$ cat src/rtl/lap_stopwatch.sv
// Lap stopwatch: BCD M:SS.t timer counting up or down in 0.1 s ticks,
// with rising-edge controls, preset loading and a lap display freeze.
module lap_stopwatch #(
   parameter int CLK_DIV = 5,
   parameter int MAX_MIN = 9
) (
   input  logic       clk,
   input  logic       reset,
   input  logic       Start,
   input  logic       Stop,
   input  logic       Lap,
   input  logic       Load,
   input  logic       Countdown,
   input  logic [3:0] Preset_Tenths,
   input  logic [3:0] Preset_Ones,
   input  logic [3:0] Preset_Tens,
   input  logic [3:0] Preset_Minutes,
   output logic [3:0] Tenths_Seconds,
   output logic [3:0] Ones_Seconds,
   output logic [3:0] Tens_Seconds,
   output logic [3:0] Minutes,
   output logic       Running,
   output logic       Lap_Active,
   output logic       Done,
   output logic       Wrap
);

   localparam logic [1:0] ST_IDLE   = 2'd0;
   localparam logic [1:0] ST_RUN    = 2'd1;
   localparam logic [1:0] ST_PAUSED = 2'd2;
   localparam logic [1:0] ST_DONE   = 2'd3;

   localparam int PW = (CLK_DIV > 2) ? $clog2(CLK_DIV) : 1;
   localparam logic [PW-1:0] PS_LAST = PW'(CLK_DIV - 1);
   localparam logic [PW-1:0] PS_ONE  = PW'(1);
   localparam logic [3:0] MAX_MIN_V  = 4'(MAX_MIN);

   logic [1:0]    state_q, state_d;
   logic [PW-1:0] prescale_q, prescale_d;
   logic          mode_q, mode_d;
   logic          freeze_q, freeze_d;
   logic          wrap_q, wrap_d;
   logic          startPrev_q, stopPrev_q, lapPrev_q, loadPrev_q;
   logic [3:0]    cntTenths_q, cntOnes_q, cntTens_q, cntMins_q;
   logic [3:0]    cntTenths_d, cntOnes_d, cntTens_d, cntMins_d;
   logic [3:0]    lapTenths_q, lapOnes_q, lapTens_q, lapMins_q;
   logic [3:0]    lapTenths_d, lapOnes_d, lapTens_d, lapMins_d;
   logic [3:0]    upTenths, upOnes, upTens, upMins;
   logic [3:0]    dnTenths, dnOnes, dnTens, dnMins;
   logic [3:0]    clTenths, clOnes, clTens, clMins;
   logic          startEdge, stopEdge, lapEdge, loadEdge;
   logic          isZero, isOne, atMax;

   assign startEdge = Start & ~startPrev_q;
   assign stopEdge  = Stop  & ~stopPrev_q;
   assign lapEdge   = Lap   & ~lapPrev_q;
   assign loadEdge  = Load  & ~loadPrev_q;

   assign isZero = (cntMins_q == 4'd0) && (cntTens_q == 4'd0) && (cntOnes_q == 4'd0) && (cntTenths_q == 4'd0);
   assign isOne  = (cntMins_q == 4'd0) && (cntTens_q == 4'd0) && (cntOnes_q == 4'd0) && (cntTenths_q == 4'd1);
   assign atMax  = (cntMins_q == MAX_MIN_V) && (cntTens_q == 4'd5) && (cntOnes_q == 4'd9) && (cntTenths_q == 4'd9);

   // Preset digits limited to legal clock values before they are loaded
   always_comb begin
      clTenths = (Preset_Tenths  > 4'd9)      ? 4'd9      : Preset_Tenths;
      clOnes   = (Preset_Ones    > 4'd9)      ? 4'd9      : Preset_Ones;
      clTens   = (Preset_Tens    > 4'd5)      ? 4'd5      : Preset_Tens;
      clMins   = (Preset_Minutes > MAX_MIN_V) ? MAX_MIN_V : Preset_Minutes;
   end

   // Count value one tick later in each direction, with BCD carry and borrow
   always_comb begin
      upTenths = cntTenths_q + 4'd1;
      upOnes   = cntOnes_q;
      upTens   = cntTens_q;
      upMins   = cntMins_q;
      if (cntTenths_q == 4'd9) begin
         upTenths = 4'd0;
         upOnes   = cntOnes_q + 4'd1;
         if (cntOnes_q == 4'd9) begin
            upOnes = 4'd0;
            upTens = cntTens_q + 4'd1;
            if (cntTens_q == 4'd5) begin
               upTens = 4'd0;
               upMins = (cntMins_q == MAX_MIN_V) ? 4'd0 : cntMins_q + 4'd1;
            end
         end
      end
      dnTenths = cntTenths_q - 4'd1;
      dnOnes   = cntOnes_q;
      dnTens   = cntTens_q;
      dnMins   = cntMins_q;
      if (cntTenths_q == 4'd0) begin
         dnTenths = 4'd9;
         dnOnes   = cntOnes_q - 4'd1;
         if (cntOnes_q == 4'd0) begin
            dnOnes = 4'd9;
            dnTens = cntTens_q - 4'd1;
            if (cntTens_q == 4'd0) begin
               dnTens = 4'd5;
               dnMins = cntMins_q - 4'd1;
            end
         end
      end
   end

   // Control: Load beats Stop beats Start beats Lap; ticking continues in RUN
   always_comb begin
      state_d     = state_q;
      prescale_d  = prescale_q;
      mode_d      = mode_q;
      freeze_d    = freeze_q;
      wrap_d      = 1'b0;
      cntTenths_d = cntTenths_q;
      cntOnes_d   = cntOnes_q;
      cntTens_d   = cntTens_q;
      cntMins_d   = cntMins_q;
      lapTenths_d = lapTenths_q;
      lapOnes_d   = lapOnes_q;
      lapTens_d   = lapTens_q;
      lapMins_d   = lapMins_q;
      if (loadEdge && (state_q != ST_RUN)) begin
         cntTenths_d = clTenths;
         cntOnes_d   = clOnes;
         cntTens_d   = clTens;
         cntMins_d   = clMins;
         prescale_d  = '0;
         freeze_d    = 1'b0;
         state_d     = ST_IDLE;
      end else if (stopEdge && (state_q == ST_RUN)) begin
         state_d = ST_PAUSED;
      end else begin
         if (startEdge && ((state_q == ST_IDLE) || (state_q == ST_PAUSED)) && !(Countdown && isZero)) begin
            state_d = ST_RUN;
            mode_d  = Countdown;
            if (state_q == ST_IDLE) begin
               prescale_d = '0;
            end
         end else if (lapEdge) begin
            if ((state_q == ST_RUN) && !freeze_q) begin
               freeze_d    = 1'b1;
               lapTenths_d = cntTenths_q;
               lapOnes_d   = cntOnes_q;
               lapTens_d   = cntTens_q;
               lapMins_d   = cntMins_q;
            end else begin
               freeze_d = 1'b0;
            end
         end
         if (state_q == ST_RUN) begin
            if (prescale_q == PS_LAST) begin
               prescale_d = '0;
               if (!mode_q) begin
                  cntTenths_d = upTenths;
                  cntOnes_d   = upOnes;
                  cntTens_d   = upTens;
                  cntMins_d   = upMins;
                  wrap_d      = atMax;
               end else begin
                  cntTenths_d = dnTenths;
                  cntOnes_d   = dnOnes;
                  cntTens_d   = dnTens;
                  cntMins_d   = dnMins;
                  if (isOne) begin
                     state_d = ST_DONE;
                  end
               end
            end else begin
               prescale_d = prescale_q + PS_ONE;
            end
         end
      end
   end

   // State registers with synchronous active-low reset
   always_ff @(posedge clk) begin
      if (!reset) begin
         state_q     <= ST_IDLE;
         prescale_q  <= '0;
         mode_q      <= 1'b0;
         freeze_q    <= 1'b0;
         wrap_q      <= 1'b0;
         startPrev_q <= 1'b0;
         stopPrev_q  <= 1'b0;
         lapPrev_q   <= 1'b0;
         loadPrev_q  <= 1'b0;
         cntTenths_q <= 4'd0;
         cntOnes_q   <= 4'd0;
         cntTens_q   <= 4'd0;
         cntMins_q   <= 4'd0;
         lapTenths_q <= 4'd0;
         lapOnes_q   <= 4'd0;
         lapTens_q   <= 4'd0;
         lapMins_q   <= 4'd0;
      end else begin
         state_q     <= state_d;
         prescale_q  <= prescale_d;
         mode_q      <= mode_d;
         freeze_q    <= freeze_d;
         wrap_q      <= wrap_d;
         startPrev_q <= Start;
         stopPrev_q  <= Stop;
         lapPrev_q   <= Lap;
         loadPrev_q  <= Load;
         cntTenths_q <= cntTenths_d;
         cntOnes_q   <= cntOnes_d;
         cntTens_q   <= cntTens_d;
         cntMins_q   <= cntMins_d;
         lapTenths_q <= lapTenths_d;
         lapOnes_q   <= lapOnes_d;
         lapTens_q   <= lapTens_d;
         lapMins_q   <= lapMins_d;
      end
   end

   assign Tenths_Seconds = freeze_q ? lapTenths_q : cntTenths_q;
   assign Ones_Seconds   = freeze_q ? lapOnes_q   : cntOnes_q;
   assign Tens_Seconds   = freeze_q ? lapTens_q   : cntTens_q;
   assign Minutes        = freeze_q ? lapMins_q   : cntMins_q;
   assign Running        = (state_q == ST_RUN);
   assign Done           = (state_q == ST_DONE);
   assign Lap_Active     = freeze_q;
   assign Wrap           = wrap_q;

endmodule

$ cat config.mk
export PLATFORM = sky130hd
export DESIGN_NAME = lap_stopwatch
export DESIGN_NICKNAME = d
export VERILOG_FILES = /design/src/rtl/lap_stopwatch.sv
export SDC_FILE = /design/constraint.sdc
export NUM_CORES = 1
export LEC_CHECK = 0
export CAP_MARGIN = 15
export CORE_ASPECT_RATIO = 1.75
export CORE_UTILIZATION = 54
export DETAILED_ROUTE_END_ITERATION = 12
export GPL_TIMING_DRIVEN = 0
export PLACE_DENSITY_LB_ADDON = 0.08
export REMOVE_ABC_BUFFERS = 1
export SYNTH_ARGS = -nofsm -noshare
export SYNTH_HDL_FRONTEND = slang
export SYNTH_SLANG_ARGS = --single-unit
$ cat constraint.sdc
create_clock -name clk -period 2.74 [get_ports clk]
set_input_delay 0.548 -clock clk [delete_from_list [all_inputs] [get_ports clk]]
set_output_delay 0.548 -clock clk [all_outputs]
set_load 0.02 [all_outputs]
==> metrics.json <==
{
  "synth_cells": 355,
  "finalMaxSlewViolations": 0,
  "drt.antenna.violating_nets": 0,
  "netSwitchingFraction": 0.294,
  "combPwrFrac": 0.199,
  "wl_per_instance_um": 15.6,
  "critPathMaxFanout": 24,
  "grt_max_degree": 37,
  "final_util": 0.672,
  "grt_pass1_vias": 2585,
  "routed-via-count": 2664,
  "finClkSkew_ns": 0.00389,
  "synthesis.area_sq_um": 2860,
  "worst_setup_path_end_kind": "output port",
  "core_region_area_sq_um": 5020,
  "hold_ws_ns": 0.456,
  "finalSetupViolCount": 0,
  "cts-hold-fix-buffers": 0,
  "grt_pass1_wl_um": 11500,
  "layout_worst_path_cycle_share": 0.915,
  "routed_via_density": 6.18,
  "power.ir.vdd_worst_mv": 0.302,
  "drt_pre_antenna_iters": 8,
  "cts_max_path_buffers": 2,
  "flow.area_growth_from_synthesis_pct": 17.9,
  "finish.net_count": 405,
  "critPathArrivalTime_ns": 1.96,
  "clk_pin_slew_worst_paths_ns": 0.09,
  "power.clock.fraction": 0.329,
  "grt.overflow.total": 0,
  "antenna_violations_before_repair": 0,
  "power.total_w": 0.00155,
  "initial_utilization": 0.570,
  "tritoncts": "built",
  "synth_edf_count": 0,
  "required_ns": 2.19,
  "globalRouteTotalUtil": 0.257,
  "final-hold-violation-count": 0,
  "netlist-cell-type-count": 66,
  "mean_post_synth_cell_area_sq_um": 8.06,
  "clock_insertion_delay_worst_skew_ns": 0.30,
  "timing.max_slew.rel_slack": 0.345,
  "synth_top_area_cell": "sky130_fd_sc_hd__dfxtp_1",
  "num_antenna_cells": 0,
  "final_layout_size_suffix_gt1_frac": 0.0875,
  "dp_wirelength_um": 4720,
  "max_freq_ghz": 0.399,
  "max-cap-violations": 0,
  "remaining_drc_errors": 2,
  "finalWeightedCongestion": 0.856,
  "power.share.sequential": 0.473,
  "synthArstFlopShare": 0,
  "power.internal_w": 0.00109,
  "routed_wirelength_um": 6720,
  "switchingPower_w": 0.000455,
  "htree_levels": 2,
  "fillers": 429,
  "ranking_of_synthesized_cells_by_area": "sky130_fd_sc_hd__dfxtp_1, sky130_fd_sc_hd__nand2_1, sky130_fd_sc_hd__mux2_2, sky130_fd_sc_hd__o21ai_0, sky130_fd_sc_hd__a21boi_0",
  "leakagePower_nw": 1.13,
  "yosys_warn_count": 0,
  "rsz0062_at_grt": "false",
  "cp_cell_sequence": "mux2_2, clkdlybuf4s50_1",
  "cpMaxStageDelayCell": "sky130_fd_sc_hd__dfxtp_2",
  "placement.io_buffers": 42,
  "synth.yosys.seq_area_share": 0.308,
  "worstMarginPinSlew_ns": 0.975,
  "violations_in_the_final_reports": "design-rule violations",
  "postSynthRegisterBits": 44,
  "startpoint_type": "flip-flop",
  "powerDensity_nw_per_um2": 458,
  "io-pin-count": 43,
  "die_y_um": 98.3,
  "post-cts-setup-buffers": 0,
  "root_buffer": "sky130_fd_sc_hd__clkbuf_8",
  "ys.flop_type": "sky130_fd_sc_hd__dfxtp_1",
  "post_cts.resized_instances": 2,
  "die-width_um": 57.0,
  "rows": 34,
  "final_period_minus_worst_setup_slack_ns": 2.51,
  "cts_sinks": 44,
  "synth.top_cell.area_share": 0.308,
  "run_status": "finished with violations",
  "most_frequently_used_cell_type_in_the_post_synthesis_netlist": "sky130_fd_sc_hd__nand2_1",
  "die-area_sq_um": 5600,
  "worstSetupPathType": "flip-flop to output port",
  "numCtsBuffers": 5,
  "synth_common_cells": "sky130_fd_sc_hd__nand2_1, sky130_fd_sc_hd__dfxtp_1, sky130_fd_sc_hd__o21ai_0",
  "hold_class": "flip-flop to flip-flop",
  "slowest_delay_ns": 0.72,
  "detailedRoute.firstIterationViolations": 161
}
-- cell usage in the layout, fill, tap and decap left out, drive strengths merged, types with 4 or more instances in the layout --
| cell | count |
|---|---|
| nand3 | 9 |
| xnor2 | 5 |
| dfxtp | 44 |
| a21oi | 13 |
| o311ai | 4 |
| and2 | 6 |
| a21boi | 16 |
| nor2 | 12 |
| a31oi | 6 |
| nor3b | 12 |
| ha | 6 |
| nor3 | 4 |
| mux2i | 4 |
| nand2b | 11 |
| inv | 9 |
| nand2 | 58 |
| clkbuf | 6 |
| clkdlybuf4s50 | 42 |
| o21ai | 28 |
| mux2 | 13 |
-- path summary, 6_finish.rpt --
kind	startpoint	endpoint	slack, ns	cells after the start
setup / recovery	Lap_Active$_SDFFE_PP0P_	Tenths_Seconds[1]	0.23	2
hold / removal	lapOnes_q[1]$_SDFFE_PN0P_	lapOnes_q[1]$_SDFFE_PN0P_	0.46	2
setup reg to reg	mode_q$_SDFFE_PN0P_	cntMins_q[0]$_SDFFE_PN0P_	0.32	5
hold reg to reg	lapOnes_q[1]$_SDFFE_PN0P_	lapOnes_q[1]$_SDFFE_PN0P_	0.46	2
-- registers in the layout, summed over array words and instances, names as in the netlist, 2 cells and up --
name and flops:
cntMins_q 4, cntTenths_q 4, cntOnes_q 4, prescale_q 3, lapTens_q 4, lapOnes_q 4, cntTens_q 4, state_q 2
lapTenths_q 4, lapMins_q 4
-- per-stage QoR --
step	setup TNS, ns	cell area, sq um	instances	setup slack, ns
after CTS	0	3370	431	0.258
after floorplan	0	2740	326	0.426
after detailed placement	-0.0501	3260	423	-0.0501
after global routing	0	3370	431	0.0999
final	0	3370	431	0.233
after global placement	-1.11	3230	422	-0.263
-- power groups by stage --
stage          Combinational (W)  Clock [W]  Sequential, W
5_1_grt                 0.000337   0.000537       0.000740
4_1_cts                 0.000309   0.000510       0.000730
3_3_place_gp            0.000299          0       0.000743
3_5_place_dp            0.000308          0       0.000745
6_report                0.000307   0.000508       0.000731
2_1_floorplan           0.000191          0       0.000726
-- worst max-delay path, delay by kind of cell, from the launching register on --
kind / cells / cell delay (ns)
flip-flops: 1 / 0.72
buffers and inverters: 1 / 0.54
multiplexers: 1 / 0.41
-- final cells by class --
class	count	area [sq um]	share of cell area
clock buffers	6	72.6	0.0215
inverters	10	37.5	0.0111
well taps	54	67.6	0.0200
flip-flops and latches	44	883	0.262
multi-input cells	272	1830	0.542
repair buffers	43	448	0.133
clock inverters	2	35.0	0.0104
-- cell families (layout without fill, tap and decap cells) --
| group | Yosys count | after routing | share of synthesized area |
|---|---|---|---|
| AO/OA/AOI/OAI | 102 | 102 | 0.247 |
| XOR/XNOR | 8 | 8 | 0.0245 |
| adder cells (fa/ha/maj) | 6 | 6 | 0.0262 |
| buffers and inverters | 39 | 61 | 0.0542 |
| flip-flops | 44 | 44 | 0.308 |
| multiplexers | 17 | 17 | 0.0652 |
| AND/OR/NAND/NOR | 139 | 139 | 0.275 |
-- metal layers --
metal  vias up  part of all wire  GRT usage  routed length, um
met1      1257              0.40      0.290               2720
li1       1322                 -          -                  -
met2        64              0.52      0.454               3530
met5         -                 0          0                  0
met3        21             0.038     0.0331                252
met4         0             0.033      0.141                219
No activity file was read; power rests on OpenSTA's default activity.
